<file path="src/rtl/register_file.sv">
// Architectural integer register file: two combinational read ports, one
// synchronous write port, x0 hardwired to zero.
module register_file #(
  parameter int DATA_WIDTH = 32,
  parameter int ADDR_WIDTH = 5
) (
  input  logic                  clk,
  input  logic                  rst,
  input  logic                  wrt_en,
  input  logic [ADDR_WIDTH-1:0] reg1_addr,
  input  logic [ADDR_WIDTH-1:0] reg2_addr,
  input  logic [ADDR_WIDTH-1:0] reg_wrt_addr,
  input  logic [DATA_WIDTH-1:0] reg_wrt_data,
  output logic [DATA_WIDTH-1:0] reg1_data,
  output logic [DATA_WIDTH-1:0] reg2_data
);

  localparam int NUM_REGS = 2 ** ADDR_WIDTH;

  logic [DATA_WIDTH-1:0] regs_q [NUM_REGS];
  logic [DATA_WIDTH-1:0] regs_d [NUM_REGS];
  logic                  wrt_hit_s;

  // Next-state of the array: one register updated, writes to x0 dropped.
  always_comb begin
    regs_d    = regs_q;
    wrt_hit_s = wrt_en && (reg_wrt_addr != {ADDR_WIDTH{1'b0}});
    if (wrt_hit_s) begin
      regs_d[reg_wrt_addr] = reg_wrt_data;
    end else begin
      regs_d = regs_q;
    end
  end

  // Array state; reset takes priority over any write on the same edge.
  always_ff @(posedge clk) begin
    if (rst) begin
      for (int i = 0; i < NUM_REGS; i++) begin
        regs_q[i] <= {DATA_WIDTH{1'b0}};
      end
    end else begin
      regs_q <= regs_d;
    end
  end

  // Read ports; address 0 is forced to zero so x0 is never X, even pre-reset.
  always_comb begin
    if (reg1_addr == {ADDR_WIDTH{1'b0}}) begin
      reg1_data = {DATA_WIDTH{1'b0}};
    end else begin
      reg1_data = regs_q[reg1_addr];
    end
    if (reg2_addr == {ADDR_WIDTH{1'b0}}) begin
      reg2_data = {DATA_WIDTH{1'b0}};
    end else begin
      reg2_data = regs_q[reg2_addr];
    end
  end

endmodule

</file>
<file path="config.mk">
export PLATFORM = sky130hd
export DESIGN_NAME = register_file
export DESIGN_NICKNAME = d
export VERILOG_FILES = /design/src/rtl/register_file.sv
export SDC_FILE = /design/constraint.sdc
export NUM_CORES = 2
export LEC_CHECK = 0
export CAP_MARGIN = 10
export CORE_ASPECT_RATIO = 1.1
export CORE_MARGIN = 2
export CORE_UTILIZATION = 49
export DETAILED_ROUTE_END_ITERATION = 12
export PLACE_DENSITY = 0.65
export SYNTH_ARGS = -nofsm -noshare
export SYNTH_HDL_FRONTEND = slang
export SYNTH_SLANG_ARGS = --single-unit
</file>
<file path="constraint.sdc">
create_clock -name clk -period 4.15 [get_ports clk]
set_clock_uncertainty 0.15 [all_clocks]
set_input_delay 0.83 -clock clk [delete_from_list [all_inputs] [get_ports clk]]
set_output_delay 0.83 -clock clk [all_outputs]
set_load 0.005 [all_outputs]
</file>
* Yosys cells after proc, flatten, opt, wreduce, memory -nomap -nowiden
Index checks and enable logic that the tools add are counted.
** Word-level totals
- Register bits :: 1024
- Input port bits :: 50
- Output and inout bits :: 64
- Logic and storage cells :: 55
** Operators by class
- $lt $le $gt $ge :: 4
- Muxes and demuxes :: 11
- Bitwise operators :: 3
- Reduce and logical (&&, ||, !) cells :: 5
** Operators with widths (count)
- bitwise mux 1024 bit :: 1
- binary-select mux 32 bit (select 5 bit) :: 2
- 2-to-1 mux 32 bit :: 7
- demux 32 bit (select 5 bit) :: 1
- >= comparator 6 bit, second input constant :: 3
- NOT 5 -> 6 bit :: 3
- logical NOT 5 bit :: 2
- < comparator 6 x 1 -> 1 bit, second input constant :: 1
- nonzero test 5 bit :: 1
- logical AND 1 bit :: 2

* Longest topological paths before layout
- Depth after elaboration :: 6
- Gate-level depth with buffers :: 8
- Mapped depth without buffers :: 4

* Worst setup path before layout
No wires, ideal clock.
- Kind :: input to output
- Start :: input port reg1_addr[0]
- End :: output port reg1_data[26]
- Arrival :: 2.144 ns
- Data required time :: 3.170 ns
- Path slack :: 1.026 ns
- Stages on the path :: 5
- Buffers on the path :: 2
- Cell sequence :: buf_4 -> buf_2 -> mux4_2 -> a211oi_1 -> a311oi_2
** On the way
- Cells in the longest elaborated chain, start to end :: 5
- Elaborated cells on any way between the ends :: 6
- Classes of those cells :: 4 x mux; 1 x bitwise; 1 x reduce/logical
** Ends and longest elaborated chain
- start, declared :: RTL line 10 : input logic [ADDR_WIDTH-1:0] reg1_addr,
- NOT 5 -> 6 bit (implied by the code) :: RTL line 51 : reg1_data = regs_q[reg1_addr];
- binary-select mux 32 bit (select 5 bit) :: RTL line 51
- 2-to-1 mux 32 bit (implied by the code) (2 in a row) :: RTL line 51
- 2-to-1 mux 32 bit * :: RTL line 48 : if (reg1_addr == {ADDR_WIDTH{1'b0}}) begin
- end, declared :: RTL line 14 : output logic [DATA_WIDTH-1:0] reg1_data,
Mark *: on every way between the ends. The rest lies on a longest branch, timed or not. The select of a mux whose other input is x is not followed.

* Worst setup path in the final report
- Start :: input port reg2_addr[1]
- End :: output port reg2_data[13]
** On the way
- Cells in the longest elaborated chain, start to end :: 5
- Elaborated cells on any way between the ends :: 6
- Classes of those cells :: 4 x mux; 1 x bitwise; 1 x reduce/logical
** Ends and longest elaborated chain
- start, declared :: RTL line 11 : input logic [ADDR_WIDTH-1:0] reg2_addr,
- NOT 5 -> 6 bit (implied by the code) :: RTL line 56 : reg2_data = regs_q[reg2_addr];
- binary-select mux 32 bit (select 5 bit) :: RTL line 56
- 2-to-1 mux 32 bit (implied by the code) (2 in a row) :: RTL line 56
- 2-to-1 mux 32 bit * :: RTL line 53 : if (reg2_addr == {ADDR_WIDTH{1'b0}}) begin
- end, declared :: RTL line 15 : output logic [DATA_WIDTH-1:0] reg2_data
Marks and branches as above.

==> impl_summary.log <==
INFO  metric insertion_delay = 0.71 ns
INFO  metric drt_wl_total = 217000 um
INFO  metric seq_area_frac_synth = 39.0%
INFO  metric pin_count_of_the_biggest_net_entering_global_routing = 191
INFO  metric synthesis.instances = 5863
INFO  metric cp_cell_sequence = buf_12, buf_12, mux4_2, a22oi_1, a311oi_1, buf_4, clkdlybuf4s50_1
INFO  metric rsz_0062_raised_after_global_routing = yes
INFO  metric floorplan.rows = 126
INFO  metric cts_buffer_depth = 3
INFO  metric post_route_cell_area = 61300 um2
INFO  metric die_width = 316 um
INFO  metric vdd_ir_max = 0.358 mV
INFO  metric post_route_cells_drive_above_1_share = 21.3%
INFO  metric timing.final.ws_setup = -0.0525 ns
INFO  metric run_status = finished with violations
INFO  metric syn-mean-instance-area = 8.97 um2
INFO  metric period_share = 101%
INFO  metric largest-register = regs_q
INFO  metric core = 107000 um2
INFO  metric ctsRootBufferMaster = sky130_fd_sc_hd__clkbuf_16
INFO  metric final_max_slew_viol_count = 0
INFO  metric required = 3.17 ns
INFO  metric ys_seq_elements = 1024
INFO  metric global_route_usage_sum = 38.1%
INFO  metric synth_ff_type = sky130_fd_sc_hd__dfxtp_1
INFO  metric max_ffs_per_register = 1024
INFO  metric setup-tns-final = -0.134 ns
INFO  metric dpl.hpwl = 137000 um
INFO  metric setup_viol = 6
INFO  metric design.die.area = 110000 um2
INFO  metric synth_edf_count = 0
INFO  metric async_reset_ff_share = 0%
INFO  metric tritoncts = built
INFO  metric cap_viol_max_count = 0
INFO  metric drc = 0
INFO  metric avgRoutedWirePerCell = 29.1 um
INFO  metric antenna_violations_before_repair = 8
INFO  metric die-height = 348 um
INFO  metric cts-buffers-inserted = 108
INFO  metric routed-via-count = 49600
INFO  metric power.share.sequential = 44.2%
INFO  metric slew_headroom = 12.1%
INFO  metric timing.critical_path.fanout_max = 23
INFO  metric crit_arrival = 3.22 ns
INFO  metric grt_first_pass_wirelength = 311000 um
INFO  metric report.power.total = 0.0225 W
INFO  metric worst_path_max_delay_cell = sky130_fd_sc_hd__mux4_2
INFO  metric detailedRoute.firstIterationViolations = 7843
INFO  metric fin_util = 57.3%
INFO  metric overflow = 0
INFO  metric max_clock_freq = 238 MHz
INFO  metric least_margin_pin_slew = 1.31 ns
INFO  metric final_net_count = 5988
INFO  metric synthDominantAreaCellType = sky130_fd_sc_hd__dfxtp_1
INFO  metric timing.critical_path.mode_cell = sky130_fd_sc_hd__buf_12
INFO  metric clk_transition_reported_paths = 0.06 ns
INFO  metric hold_slack = 0.312 ns
INFO  metric internal-power = 0.0167 W
INFO  metric htreeDepth = 3
INFO  metric synth_cell_type_count = 51
INFO  metric regs_by_ff_count = regs_q x1024
INFO  metric netlist.area_leader.share = 39.0%
INFO  metric area.growth.synth_to_final = 16.5%
INFO  metric p_clk_share = 45.4%
INFO  metric combinationalPowerShare = 10.4%
INFO  metric cellLeakagePower = 20.7 nW
INFO  metric synth.cell_area = 52600 um2
INFO  metric power.share.switching = 25.9%
INFO  metric clock_sinks = 1024
INFO  metric hold_buffers = 0
INFO  metric synth_nets = 5913
INFO  metric place_congestion = 0.932
INFO  metric worstHoldPathType = input pin to flip-flop
INFO  metric timing.final.crit_period = 4.20 ns
INFO  metric design.portCount = 114
INFO  metric number_of_global_route_vias_before_repair = 46500
INFO  metric synthTopCellsByArea = sky130_fd_sc_hd__dfxtp_1 39%, sky130_fd_sc_hd__mux4_2 17%, sky130_fd_sc_hd__nand2_1 15%
INFO  metric synth.yosys.warnings = 0
INFO  metric floorplan.initialDensity = 49.2%
INFO  metric detail_route.first_pass.iterations = 8
INFO  metric p_switching = 0.00582 W
INFO  metric crit_path_end_kind = primary output
INFO  metric cellPowerDensity = 367 nW/um2
INFO  metric type_of_the_worst_setup_path = input pin to primary output
INFO  metric failed_checks = setup timing
INFO  metric ant_nets = 0
INFO  metric placedInstanceArea = 56800 um2
INFO  metric avgViaCountPerCell = 6.67
INFO  metric critPathMaxStageDelay = 0.53 ns
INFO  metric port_buffers = 113
INFO  metric hold_violations = 0
INFO  metric startpoint_type = input pin
area by class of cell:
cell class,count,area [um2]
antenna,5,12.5
tap,1408,1760
timing repair buffer,589,6020
sequential,1024,20500
inverter,2,10.0
clock inverter,44,517
fill,9241,45600
clock buffer,160,3160
multi-input combinational,4213,29300
placed cells by master (no fill, tap or decap), types with 64 or more instances in the layout:
| cell type | Yosys | final |
|---|---|---|
| sky130_fd_sc_hd__buf_12 | 8 | 82 |
| sky130_fd_sc_hd__mux4_2 | 387 | 387 |
| sky130_fd_sc_hd__dfxtp_1 | 1024 | 1024 |
| sky130_fd_sc_hd__mux2i_1 | 128 | 128 |
| sky130_fd_sc_hd__o21ai_1 | 82 | 80 |
| sky130_fd_sc_hd__buf_4 | 29 | 378 |
| sky130_fd_sc_hd__nand2_1 | 2052 | 2021 |
| sky130_fd_sc_hd__mux2_2 | 64 | 64 |
| sky130_fd_sc_hd__clkdlybuf4s50_1 | 0 | 100 |
| sky130_fd_sc_hd__nor2b_1 | 89 | 87 |
| sky130_fd_sc_hd__clkbuf_16 | 0 | 116 |
| sky130_fd_sc_hd__a21oi_1 | 992 | 992 |
stage by stage:
step           cells  worst slack, ns
4_1_cts         7414          -0.0266
2_1_floorplan   5863             1.03
6_report        7445          -0.0525
5_1_grt         7441          -0.0790
3_3_place_gp    7206           -0.191
3_5_place_dp    7206           -0.197
worst max-delay path: cells and delay by family:
family / cells / cell delay, ns
multiplexers: 1 / 0.53
buffers and inverters: 4 / 1.10
AO/OA/AOI/OAI: 2 / 0.74
power groups by stage:
| stage | logic [W] | clock network [W] | registers (W) |
|---|---|---|---|
| 2_1_floorplan | 0.00120 | 0 | 0.0101 |
| 3_3_place_gp | 0.00215 | 0 | 0.0102 |
| 3_5_place_dp | 0.00216 | 0 | 0.0102 |
| 4_1_cts | 0.00219 | 0.0102 | 0.00995 |
| 5_1_grt | 0.00237 | 0.0106 | 0.00996 |
| 6_report | 0.00233 | 0.0102 | 0.00995 |
cells by family (layout without fill, tap and decap cells):
group	Yosys count	after routing	share of synthesized area (%)
buffers and inverters	626	795	6.34
flip-flops	1024	1024	39.0
AND/OR/NAND/NOR	2215	2215	16.7
AO/OA/AOI/OAI	1358	1358	14.6
other	0	5	0
multiplexers	640	640	23.4
path summary, 6_finish.rpt:
kind                startpoint             to  slack, ns  cells after the start
setup / recovery  reg2_addr[1]  reg2_data[13]      -0.05                      7
hold / removal             rst    regs_q[223]       0.31                      2
setup reg to reg    regs_q[10]     regs_q[10]       3.27                      2
hold reg to reg    regs_q[921]    regs_q[921]       0.32                      2
metal layers:
metal	wire (um)	GRT usage, %	vias up
li1	-	-	20700
met1	77400	49.3	24100
met5	45	0	-
met4	17100	26.6	6
met3	29600	10.6	916
met2	92600	55.1	3899
cell usage after synthesis, drive strengths merged (4+ instances only):
cell type	instances
a221oi	46
a311oi	64
mux2	64
nor2b	89
o2111ai	18
clkbuf	344
o21ai	110
and2	18
mux4	448
a22oi	64
a211oi	64
nor2	19
a21oi	992
mux2i	128
dfxtp	1024
nand2b	4
nand2	2052
nor3	4
dlygate4sd1	5
buf	270
and2b	13
what timing repair did:
action / in CTS / in global routing
endpoints found under the hold margin: 0 / 0
buffers inserted: 4 / 20
gates resized for setup: 35 / 58
cloned: 0 / 5
pin swaps: 2 / 6
endpoints found under the setup margin: 28 / 41
Power figures use the tool's default switching activity.
